==> config.mk <==
export PLATFORM = sky130hd
export DESIGN_NAME = clk_div_prog
export DESIGN_NICKNAME = d
export VERILOG_FILES = /design/src/rtl/clk_div_pkg.sv /design/src/rtl/clk_div_ratio_reg.sv /design/src/rtl/clk_div_prog.sv
export SDC_FILE = /design/constraint.sdc
export NUM_CORES = 1
export LEC_CHECK = 0
export ABC_CLOCK_PERIOD_IN_PS = 2400
export CORE_MARGIN = 5
export CORE_UTILIZATION = 35
export CTS_BUF_LIST = sky130_fd_sc_hd__clkbuf_2
export DETAILED_ROUTE_END_ITERATION = 6
export PLACE_DENSITY = 0.59
export SKIP_CTS_REPAIR_TIMING = 1
export SYNTH_ARGS = -nofsm -noshare
export SYNTH_HDL_FRONTEND = slang
export SYNTH_SLANG_ARGS = --single-unit
==> constraint.sdc <==
create_clock -name clk -period 2.4 [get_ports clk]
set_clock_uncertainty 0.1 [all_clocks]
set_input_delay 0.48 -clock clk [delete_from_list [all_inputs] [get_ports clk]]
set_output_delay 0.48 -clock clk [all_outputs]
set_load 0.05 [all_outputs]
==> src/rtl/clk_div_pkg.sv <==
// ============================================================================
// Module  : clk_div_pkg
// Brief   : Shared state encoding, minimum ratio and ratio clamp for clk_div_prog.
// Revision: 1.0 - initial release
// ============================================================================
`default_nettype none

package clk_div_pkg;

  typedef enum logic [1:0] {
    IDLE  = 2'd0,
    RUN   = 2'd1,
    DRAIN = 2'd2
  } clk_div_state_t;

  localparam int CLK_DIV_MIN = 2;

  // Ratios below the minimum cannot form both a high and a low phase.
  function automatic logic [31:0] clamp_div(input logic [31:0] val);
    return (val < 32'(CLK_DIV_MIN)) ? 32'(CLK_DIV_MIN) : val;
  endfunction

endpackage

`default_nettype wire

==> src/rtl/clk_div_ratio_reg.sv <==
// ============================================================================
// Module  : clk_div_ratio_reg
// Brief   : Pending/active divide-ratio registers; a loaded ratio waits in
//           pending_div and moves to active_div on the next period boundary.
// Revision: 1.0 - initial release
// ============================================================================
`default_nettype none

module clk_div_ratio_reg
  import clk_div_pkg::*;
#(
  parameter int WIDTH       = 8,
  parameter int DEFAULT_DIV = 2
) (
  input  logic             clk,
  input  logic             i_rst_n,
  input  logic [WIDTH-1:0] i_div_val,
  input  logic             i_load,
  input  logic             i_apply,
  output logic [WIDTH-1:0] o_active_div,
  output logic             o_pend
);

  logic [WIDTH-1:0] r_active_div;
  logic [WIDTH-1:0] r_pending_div;
  logic             r_pend;
  logic [WIDTH-1:0] w_clamped;

  assign w_clamped = WIDTH'(clamp_div(32'(i_div_val)));

  // A load coinciding with a boundary keeps the flag set, so it lands at the following one.
  always_ff @(posedge clk or negedge i_rst_n) begin
    if (!i_rst_n) begin
      r_active_div  <= WIDTH'(DEFAULT_DIV);
      r_pending_div <= WIDTH'(DEFAULT_DIV);
      r_pend        <= 1'b0;
    end else begin
      if (i_apply && r_pend) begin
        r_active_div <= r_pending_div;
      end
      if (i_load) begin
        r_pending_div <= w_clamped;
        r_pend        <= 1'b1;
      end else if (i_apply) begin
        r_pend <= 1'b0;
      end
    end
  end

  assign o_active_div = r_active_div;
  assign o_pend       = r_pend;

endmodule

`default_nettype wire

==> src/rtl/clk_div_prog.sv <==
// ============================================================================
// Module  : clk_div_prog
// Brief   : Runtime-programmable glitch-free clock divider with per-period tick.
//           Optional phase realign input enabled by defining CLKDIV_SYNC_EN.
// Revision: 1.0 - initial release
// ============================================================================
`default_nettype none

module clk_div_prog
  import clk_div_pkg::*;
#(
  parameter int WIDTH       = 8,
  parameter int DEFAULT_DIV = 2
) (
  input  logic             clk,
  input  logic             reset,
  input  logic             en,
  input  logic [WIDTH-1:0] div_val,
  input  logic             div_load,
`ifdef CLKDIV_SYNC_EN
  input  logic             sync_in,
`endif
  output logic             clk_out,
  output logic             tick,
  output logic             div_pend
);

  clk_div_state_t   r_state;
  clk_div_state_t   w_state_nxt;
  logic [WIDTH-1:0] r_cnt;
  logic [WIDTH-1:0] w_cnt_nxt;
  logic             r_clk_out;
  logic             w_clk_nxt;
  logic             r_tick;
  logic             w_tick_nxt;
  logic             w_apply;
  logic             w_sync;
  logic             w_wrap;
  logic [WIDTH-1:0] w_active_div;
  logic [WIDTH:0]   w_hi;
  logic [WIDTH:0]   w_cnt_inc;

`ifdef CLKDIV_SYNC_EN
  assign w_sync = sync_in;
`else
  assign w_sync = 1'b0;
`endif

  clk_div_ratio_reg #(
    .WIDTH       (WIDTH),
    .DEFAULT_DIV (DEFAULT_DIV)
  ) u_ratio (
    .clk          (clk),
    .i_rst_n      (reset),
    .i_div_val    (div_val),
    .i_load       (div_load),
    .i_apply      (w_apply),
    .o_active_div (w_active_div),
    .o_pend       (div_pend)
  );

  // Odd ratios give the extra cycle to the high phase.
  assign w_hi      = ({1'b0, w_active_div} + {{WIDTH{1'b0}}, 1'b1}) >> 1;
  assign w_cnt_inc = {1'b0, r_cnt} + {{WIDTH{1'b0}}, 1'b1};
  assign w_wrap    = (r_cnt == (w_active_div - {{(WIDTH-1){1'b0}}, 1'b1}));

  always_comb begin
    w_state_nxt = r_state;
    w_cnt_nxt   = r_cnt;
    w_clk_nxt   = r_clk_out;
    w_tick_nxt  = 1'b0;
    w_apply     = 1'b0;
    case (r_state)
      IDLE: begin
        w_cnt_nxt = '0;
        w_clk_nxt = 1'b0;
        if (en) begin
          w_state_nxt = RUN;
          w_clk_nxt   = 1'b1;
          w_tick_nxt  = 1'b1;
          w_apply     = 1'b1;
        end
      end
      RUN, DRAIN: begin
        if (w_wrap || (w_sync && (r_state == RUN))) begin
          w_cnt_nxt = '0;
          w_apply   = 1'b1;
          if (en) begin
            w_state_nxt = RUN;
            w_clk_nxt   = 1'b1;
            w_tick_nxt  = 1'b1;
          end else begin
            w_state_nxt = IDLE;
            w_clk_nxt   = 1'b0;
          end
        end else begin
          w_cnt_nxt = w_cnt_inc[WIDTH-1:0];
          w_clk_nxt = (w_cnt_inc < w_hi);
          if (!en) begin
            w_state_nxt = DRAIN;
          end
        end
      end
      default: begin
        w_state_nxt = IDLE;
        w_cnt_nxt   = '0;
        w_clk_nxt   = 1'b0;
      end
    endcase
  end

  always_ff @(posedge clk or negedge reset) begin
    if (!reset) begin
      r_state   <= IDLE;
      r_cnt     <= '0;
      r_clk_out <= 1'b0;
      r_tick    <= 1'b0;
    end else begin
      r_state   <= w_state_nxt;
      r_cnt     <= w_cnt_nxt;
      r_clk_out <= w_clk_nxt;
      r_tick    <= w_tick_nxt;
    end
  end

  assign clk_out = r_clk_out;
  assign tick    = r_tick;

endmodule

`default_nettype wire

==> results of run 1 <==
cell type report:
class	count	area [µm²]
multi-input cells	129	1100
inverters	9	33.8
well taps	70	87.6
repair buffers	46	400
clock buffers	6	30.0
flip-flops and latches	29	728
clock inverters	2	35.0
fillers	484	2690
registers in the layout (all words and copies together) (netlist names):
register and count:
clk_out 1, r_state 2, u_ratio.o_active_div 8, u_ratio.o_pend 1, r_cnt 8, tick 1, u_ratio.r_pending_div 8
worst min-delay path by stage:
stage	slack [ns]	startpoint	depth (start not counted)	endpoint
after floorplan	0.08	reset	0	clk_out
after global placement	0.38	u_ratio.r_pending_div[1]	2	u_ratio.r_pending_div[1]
after detailed placement	0.39	u_ratio.r_pending_div[1]	2	u_ratio.r_pending_div[1]
after CTS	0.38	reset	2	u_ratio.o_pend
after global routing	0.38	reset	2	u_ratio.r_pending_div[7]
final	0.39	reset	2	u_ratio.o_pend
kinds of logic (layout without fill, tap and decap cells):
| family | Yosys count | in the layout | synth area share, % |
|---|---|---|---|
| xor+xnor | 20 | 20 | 9.47 |
| mux | 14 | 14 | 9.87 |
| flops | 29 | 29 | 39.4 |
| compound gates | 26 | 26 | 9.94 |
| buf+inv | 16 | 63 | 5.07 |
| fa+ha+maj | 12 | 12 | 8.11 |
| simple gates | 57 | 57 | 18.2 |
synth_stat cells (4+ instances only):
library cell	count	share of area [%]
xor2_1	5	2.4
a21oi_1	4	1.1
o21ai_0	6	1.6
mux2_4	7	5.7
nand2_1	4	0.81
dfrtp_1	27	37
nor2_1	11	2.2
inv_1	9	1.8
and3_1	6	2.0
ha_1	12	8.1
mux2_2	6	3.7
nor2b_1	7	2.4
xnor2_1	15	7.1
nand3_1	8	2.2
stage by stage:
stage          area [µm²]  setup TNS (ns)  worst slack (ns)  hold slack, ns
2_1_floorplan        1860          -0.908            -0.136          0.0844
3_3_place_gp         2230          -0.739           -0.0889           0.383
3_5_place_dp         2230          -0.968            -0.117           0.390
4_1_cts              2290           -1.55            -0.145           0.383
5_1_grt              2410           -1.73            -0.201           0.380
6_report             2410           -1.01            -0.148           0.388
worst reg2reg max path, delay by kind of cell (launching register included):
family / cells / cell delay [ns]
AO/OA/AOI/OAI: 3 / 0.24
buffers and inverters: 1 / 0.15
multiplexers: 1 / 0.29
AND/OR/NAND/NOR: 3 / 1.23
flip-flops: 1 / 0.44
power breakdown:
group	internal (W)	total [W]	leakage (nW)	switching, W
clock network	0.000180	0.000353	0.0430	0.000173
logic	0.000880	0.00169	0.728	0.000810
registers	0.000632	0.000741	0.357	0.000109
total	0.00169	0.00278	1.13	0.00109
per-layer routing:
layer	vias to the layer above	global-route usage [%]
li1	706	-
met1	681	15.7
met2	23	19.6
met3	6	3.47
met4	0	3.76
met5	-	0
==> impl_metrics.tcl, run 1 <==
set metrics [dict create \
    antenna_cells 0 \
    grt_pass1_vias 1389 \
    critPathKind "reg2reg" \
    chipHeight_um 82.7 \
    pin_count 15 \
    rsz0062_at_grt "true" \
    syn_nets 198 \
    ant_nets 0 \
    startpoint "u_ratio.o_active_div[1]" \
    drive_above_1_share_pct 30.8 \
    grt_usage_pct 12.1 \
    violations "negative setup slack" \
    area_growth_pct 30.4 \
    setup_viol 9 \
    rr_startpoint "u_ratio.o_active_div[1]" \
    drtIter0Drc 69 \
    worst_path_max_delay_cell "or4_4" \
    peakVddDrop_uv 441 \
    drv_slew 0 \
    cp_max_fo 8 \
    cpMostUsedCell "or4_4" \
    r2r_slack_ns -0.15 \
    synth_cell_types 51 \
    viasPerCell 4.87 \
    cts.sinks 29 \
    worstPathCellList "or4_4 > or4_4 > o311ai_4 > a21oi_4 > nor3b_4 > o21ai_4 > buf_12 > mux2_4" \
    slew_headroom_pct 67.3 \
    end_kind "register" \
    clockBufferDepth 2 \
    tightest_slew_ns 0.490 \
    total_power_w 0.00278 \
    critical_path_required_ns 2.55 \
    synth-seq-area-share_pct 39.4 \
    setup_ws_ns -0.148 \
    hp-class "in2async" \
    max_freq_mhz 393 \
    die-area_mm2 0.00684 \
    syn_area_per_cell_um2 10.6 \
    hold_violations 0 \
    fin_util_pct 47.3 \
    crit_cells 8 \
    clkTransAtPathRegs_ns 0.16 \
    rr_endpoint "u_ratio.o_active_div[3]" \
    via_count 1416 \
    die_w_um 82.7 \
    status "finished with violations" \
    cts_buffers 5 \
    period_needed_ns 2.55 \
    dr_wl_met2_mm 1.82 \
    wl_per_cell_um 13.2 \
    critPathBufInv 1 \
    postSynth.asyncResetShare_pct 100 \
    dr.max_layer_used "met4" \
    power_density_mw_per_mm2 1150 \
    stdcell_count 291 \
    insertion_delay_ns 0.35 \
    layout_common_cells "buf_4 (29), dfrtp_1 (27), xnor2_1 (14), clkdlybuf4s50_1 (14)" \
    grt_overflow_total 0 \
    ys.flop_type "dfrtp_1" \
    detailed_place_hpwl_mm 2.82 \
    cts_tree "built" \
    core-area_mm2 0.00511 \
    synth-edff-count 0 \
    nNetsFinal 244 \
    cts_max_level 2 \
    r2r_cells 8 \
    dp_cells 276 \
    grt_pass1_wl_mm 6.24 \
    start_util_pct 36.2 \
    route.met3.wl_um 151 \
    drc 0 \
    drv_cap 0 \
    crit_end "u_ratio.o_active_div[3]" \
    synthesis.instances 174 \
    period_share_pct 106 \
    io_buffer_count 14 \
    worstSetupStartpointType "register" \
    placementRows 26 \
    firstDrtPassIters 4 \
    critPathTopFamily "simple AND/OR/NAND/NOR gates" \
    cts-root-buf "clkbuf_2" \
    yosys_register_bits 29 \
    mostFrequentLayoutCell "buf_4" \
    yosysWarnings 0 \
    synth_area_mm2 0.00185 \
    crit_arrival_ns 2.69 \
    power.leakage_nw 1.13 \
    grt_max_degree 30 \
    met1_length_mm 1.80 \
    gp_congestion 0.824 \
    antenna_found_initial 0 \
    routed_wl_mm 3.83 \
    cp_slowest_stage_delay_ns 0.53 \
]
Power figures use the tool's default switching activity.
==> run 2: changes to the inputs <==
Settings changed: CORE_UTILIZATION 35 to 48, PLACE_DENSITY 0.59 to 0.74.
==> run 2 against run 1 <==
  * The run still ends with negative setup slack left
  * Worst hold slack worse by 0.030 ns
  * Cell area down 4.9%
  * Core utilization increased by 15 points
  * Non-clock buffer count decreased by 9
  * Register-to-register slack got worse by 0.05 ns
  * Setup slack worse by 0.050 ns
  * Total power down 4.4%
  * First-iteration DRC count is the same
  * Sequential share of layout area up 1.5 points
  * Flip-flop and latch count did not move
  * Combinational power shrank 9%
==> impl_metrics.tcl, run 2 (synthesized netlist as in run 1, its figures left out) <==
set metrics [dict create \
    clkTransAtPathRegs_ns 0.18 \
    nNetsFinal 235 \
    worst_path_max_delay_cell "or4_4" \
    antenna_cells 0 \
    rsz0062_at_grt "true" \
    setup_viol 19 \
    die-area_mm2 0.00520 \
    mostFrequentLayoutCell "dfrtp_1" \
    max_freq_mhz 385 \
    cts_tree "built" \
    r2r_slack_ns -0.20 \
    drc 0 \
    peakVddDrop_uv 553 \
    gp_congestion 0.862 \
    critPathTopFamily "simple AND/OR/NAND/NOR gates" \
    layout_common_cells "dfrtp_1 (27), buf_4 (21), xnor2_1 (15)" \
    cpMostUsedCell "or4_4" \
    wl_per_cell_um 15.9 \
    cts_buffers 5 \
    met1_length_mm 1.70 \
    area_growth_pct 24.1 \
    worstPathCellList "or4_4 > or4_4 > o311ai_4 > a21oi_2 > nor3b_4 > o21ai_4 > buf_12 > mux2_4" \
    placementRows 22 \
    crit_arrival_ns 2.77 \
    hp-class "in2async" \
    routed_wl_mm 4.12 \
    hold_violations 0 \
    grt_max_degree 30 \
    cp_max_fo 7 \
    stdcell_count 260 \
    route.met3.wl_um 190 \
    cp_slowest_stage_delay_ns 0.55 \
    cts-root-buf "clkbuf_2" \
    critical_path_required_ns 2.58 \
    grt_overflow_total 0 \
    violations "negative setup slack" \
    via_count 1447 \
    status "finished with violations" \
    viasPerCell 5.57 \
    power.leakage_nw 1.07 \
    core-area_mm2 0.00369 \
    period_needed_ns 2.60 \
    end_kind "register" \
    dp_cells 251 \
    drive_above_1_share_pct 27.8 \
    dr.max_layer_used "met4" \
    hold_ws_ns 0.358 \
    pre_cts_slack_ns -0.102 \
    io_buffer_count 14 \
    multiInputGateArea_mm2 0.00107 \
    cts_max_level 2 \
    cts.sinks 29 \
    antenna_found_initial 0 \
    critPathKind "reg2reg" \
    tightest_slew_ns 0.491 \
    grt_pass1_vias 1498 \
    pin_count 15 \
    regArea_um2 728 \
    insertion_delay_ns 0.38 \
    critPathBufInv 1 \
    fill_cells 312 \
    start_util_pct 50.2 \
    dr_wl_met2_mm 2.15 \
    setup_ws_ns -0.197 \
    slew_headroom_pct 67.2 \
    firstDrtPassIters 6 \
    detailed_place_hpwl_mm 2.89 \
    ant_nets 0 \
    drtIter0Drc 69 \
    die_w_um 72.1 \
    clockBufferDepth 2 \
    drv_slew 0 \
    grt_pass1_wl_mm 6.54 \
    power_density_mw_per_mm2 1160 \
    worstSetupStartpointType "register" \
    chipHeight_um 72.1 \
    grt_usage_pct 16.0 \
    period_share_pct 108 \
    drv_cap 0 \
]
-- run 2: cell count changes in the layout (fill, tap and decap cells not counted), sizes merged --
| cell | change |
|---|---|
| clkbuf | -1 |
| clkinvlp | +1 |
| buf | -9 |
-- run 2: worst paths after layout --
| path | startpoint | endpoint | depth (start not counted) |
|---|---|---|---|
| setup / recovery | u_ratio.o_active_div[1] | u_ratio.o_active_div[2] | 8 |
| hold / removal | reset | r_cnt[6] | 2 |
| setup reg to reg | u_ratio.o_active_div[1] | u_ratio.o_active_div[2] | 8 |
| hold reg to reg | u_ratio.r_pending_div[1] | u_ratio.r_pending_div[1] | 2 |
| max in group asynchronous | reset | u_ratio.o_active_div[1] | 2 |
| min in group clk | u_ratio.r_pending_div[1] | u_ratio.r_pending_div[1] | 2 |
-- run 2: routing by layer --
metal	vias to the layer above	GRT usage, %
li1	685	-
met1	705	18.7
met2	44	28.1
met3	13	4.71
met4	0	5.01
met5	-	0
-- run 2: final cells by class --
class / instances / share of cell area (%)
clock inverter: 3 / 2.02
sequential: 29 / 31.7
clock buffer: 5 / 1.09
inverter: 9 / 1.47
multi-input combinational: 129 / 46.8
tap: 48 / 2.62
timing repair buffer: 37 / 14.3
-- run 2: per-stage QoR --
stage / util [%] / cell area [µm²] / TNS [ns] / power, W
floorplan: - / 1860 / -0.908 / 0.00179
global placement: 58.6 / 2160 / -0.152 / 0.00212
detailed placement: 58.6 / 2160 / -0.835 / 0.00217
CTS: 60.6 / 2230 / -1.31 / 0.00255
global route: 62.2 / 2300 / -2.93 / 0.00285
finish: 62.2 / 2300 / -1.76 / 0.00266
-- run 2: where the power goes --
group	internal, W	switching [W]
clock	0.000178	0.000192
combinational	0.000769	0.000770
sequential	0.000632	0.000120
==> run 3: changes to the inputs <==
Settings changed: CORE_UTILIZATION 48 to 53, PLACE_DENSITY 0.74 to 0.81.
==> run 3 against run 2 <==
  * The flow still finishes with violations (negative setup slack)
  * Via count down 4.1%
  * Global-route usage up 1.8 points
  * Clock power down 4%
  * Clock-buffer cell count up 1
  * Core utilization up 5.6 points
  * Setup slack better by 0.0020 ns
  * Critical path depth unchanged
  * Worst hold slack better by 0.011 ns
  * Combinational power about the same
  * Register-to-register slack about the same
==> impl_metrics.tcl, run 3 (synthesized netlist as in run 1, its figures left out) <==
set metrics [dict create \
    status "finished with violations" \
    violations "negative setup slack" \
    crit_arrival_ns 2.77 \
    firstDrtPassIters 4 \
    io_buffer_count 14 \
    max_freq_mhz 385 \
    via_count 1388 \
    period_needed_ns 2.60 \
    pin_count 15 \
    cts_buffers 5 \
    clockBufferDepth 2 \
    start_util_pct 55.0 \
    grt_usage_pct 17.8 \
    fill_cells 289 \
    cts_tree "built" \
    post_dp_cell_area_mm2 0.00219 \
    cts.sinks 29 \
    drive_above_1_share_pct 26.6 \
    pwr-share-comb_pct 58.2 \
    end_kind "register" \
    clkPwrFrac_pct 13.5 \
    hold_ws_ns 0.369 \
    drv_slew 0 \
    slew_headroom_pct 66.9 \
    seqPwrFrac_pct 28.3 \
    rsz0062_at_grt "true" \
    final_area_mm2 0.00228 \
    setup_viol 12 \
    period_share_pct 108 \
    drv_cap 0 \
    tightest_slew_ns 0.495 \
    setup_ws_ns -0.195 \
    wl_per_cell_um 15.5 \
    core-area_mm2 0.00336 \
    ant_nets 0 \
    antenna_found_initial 0 \
    hp-class "in2async" \
    viasPerCell 5.34 \
    swShare_pct 39.9 \
    cellInternalPower_w 0.00159 \
    gp_congestion 0.866 \
    detailed_place_hpwl_mm 3.06 \
    nNetsFinal 237 \
    insertion_delay_ns 0.37 \
    grt_overflow_total 0 \
    peakVddDrop_uv 522 \
    critPathKind "reg2reg" \
    pre_cts_slack_ns -0.165 \
    drc 0 \
    worstSetupStartpointType "register" \
    grt_pass1_vias 1504 \
    layout_common_cells "dfrtp_1 (27), buf_4 (24), xnor2_1 (15)" \
    cts-root-buf "clkbuf_2" \
    chipHeight_um 69.1 \
    stdcell_count 260 \
    hold_violations 0 \
    cp_max_fo 8 \
    power_density_mw_per_mm2 1160 \
    mostFrequentLayoutCell "dfrtp_1" \
    grt_max_degree 30 \
    routed_wl_mm 4.03 \
    dp_cells 251 \
    cts_max_level 2 \
    tns_ns -1.52 \
    die-area_mm2 0.00477 \
    power.switching_w 0.00105 \
    die_w_um 69.1 \
    placementRows 21 \
    power.leakage_nw 1.08 \
    grt_pass1_wl_mm 6.82 \
    clkTransAtPathRegs_ns 0.16 \
    area_growth_pct 23.4 \
    antenna_cells 0 \
    critical_path_required_ns 2.57 \
    drtIter0Drc 55 \
]
==> run 3: final timing paths <==
| check | from | to | slack (ns) | cells past startpoint |
|---|---|---|---|---|
| max in group asynchronous | reset | u_ratio.o_active_div[1] | 1.51 | 2 |
| worst max register to register | u_ratio.o_active_div[1] | u_ratio.o_active_div[5] | -0.20 | 8 |
| min in group clk | u_ratio.r_pending_div[1] | u_ratio.r_pending_div[1] | 0.41 | 2 |
| worst min-delay path | reset | r_cnt[2] | 0.37 | 2 |
| worst max-delay path | u_ratio.o_active_div[1] | u_ratio.o_active_div[5] | -0.20 | 8 |
| worst min register to register | u_ratio.r_pending_div[1] | u_ratio.r_pending_div[1] | 0.41 | 2 |
==> run 3: power by group through the flow <==
stage | registers [W] | logic [W] | clock network, W
2_1_floorplan | 0.000807 | 0.000980 | 0
3_3_place_gp | 0.000734 | 0.00142 | 0
3_5_place_dp | 0.000752 | 0.00149 | 0
4_1_cts | 0.000741 | 0.00150 | 0.000362
5_1_grt | 0.000766 | 0.00169 | 0.000378
6_report | 0.000745 | 0.00154 | 0.000356
==> run 3: critical path, stage by stage, from the launching register on <==
cell and delay, ns:
dfstp_2 0.42, or4_4 0.55, o221ai_1 0.34, o311ai_4 0.17, a21oi_2 0.22, nor3b_4 0.08
o21ai_4 0.16, buf_12 0.15, mux2_4 0.30
==> run 3: area by class of cell <==
cell class                      instances  area, µm²  share of cell area [%]
Inverter                                9       33.8                    1.48
Timing Repair Buffer                   39        340                    14.9
Clock inverter                          2       33.8                    1.48
Multi-Input combinational cell        129       1060                    46.4
Sequential cell                        29        728                    31.9
Clock buffer                            6       30.0                    1.32
Tap cell                               46       57.6                    2.52
==> run 3: through the flow <==
| step | util (%) | total power [W] |
|---|---|---|
| 5_1_grt | 67.9 | 0.00283 |
| 6_report | 67.9 | 0.00264 |
| 2_1_floorplan | - | 0.00179 |
| 3_3_place_gp | 65.1 | 0.00216 |
| 4_1_cts | 67.0 | 0.00260 |
| 3_5_place_dp | 65.1 | 0.00224 |
==> run 3: routing by layer <==
layer	up-vias	share of wire [%]	global-route usage (%)
li1	692	-	-
met5	-	0	0
met3	10	3.6	5.09
met2	31	52	31.8
met4	0	1.8	6.72
met1	655	42	19.9
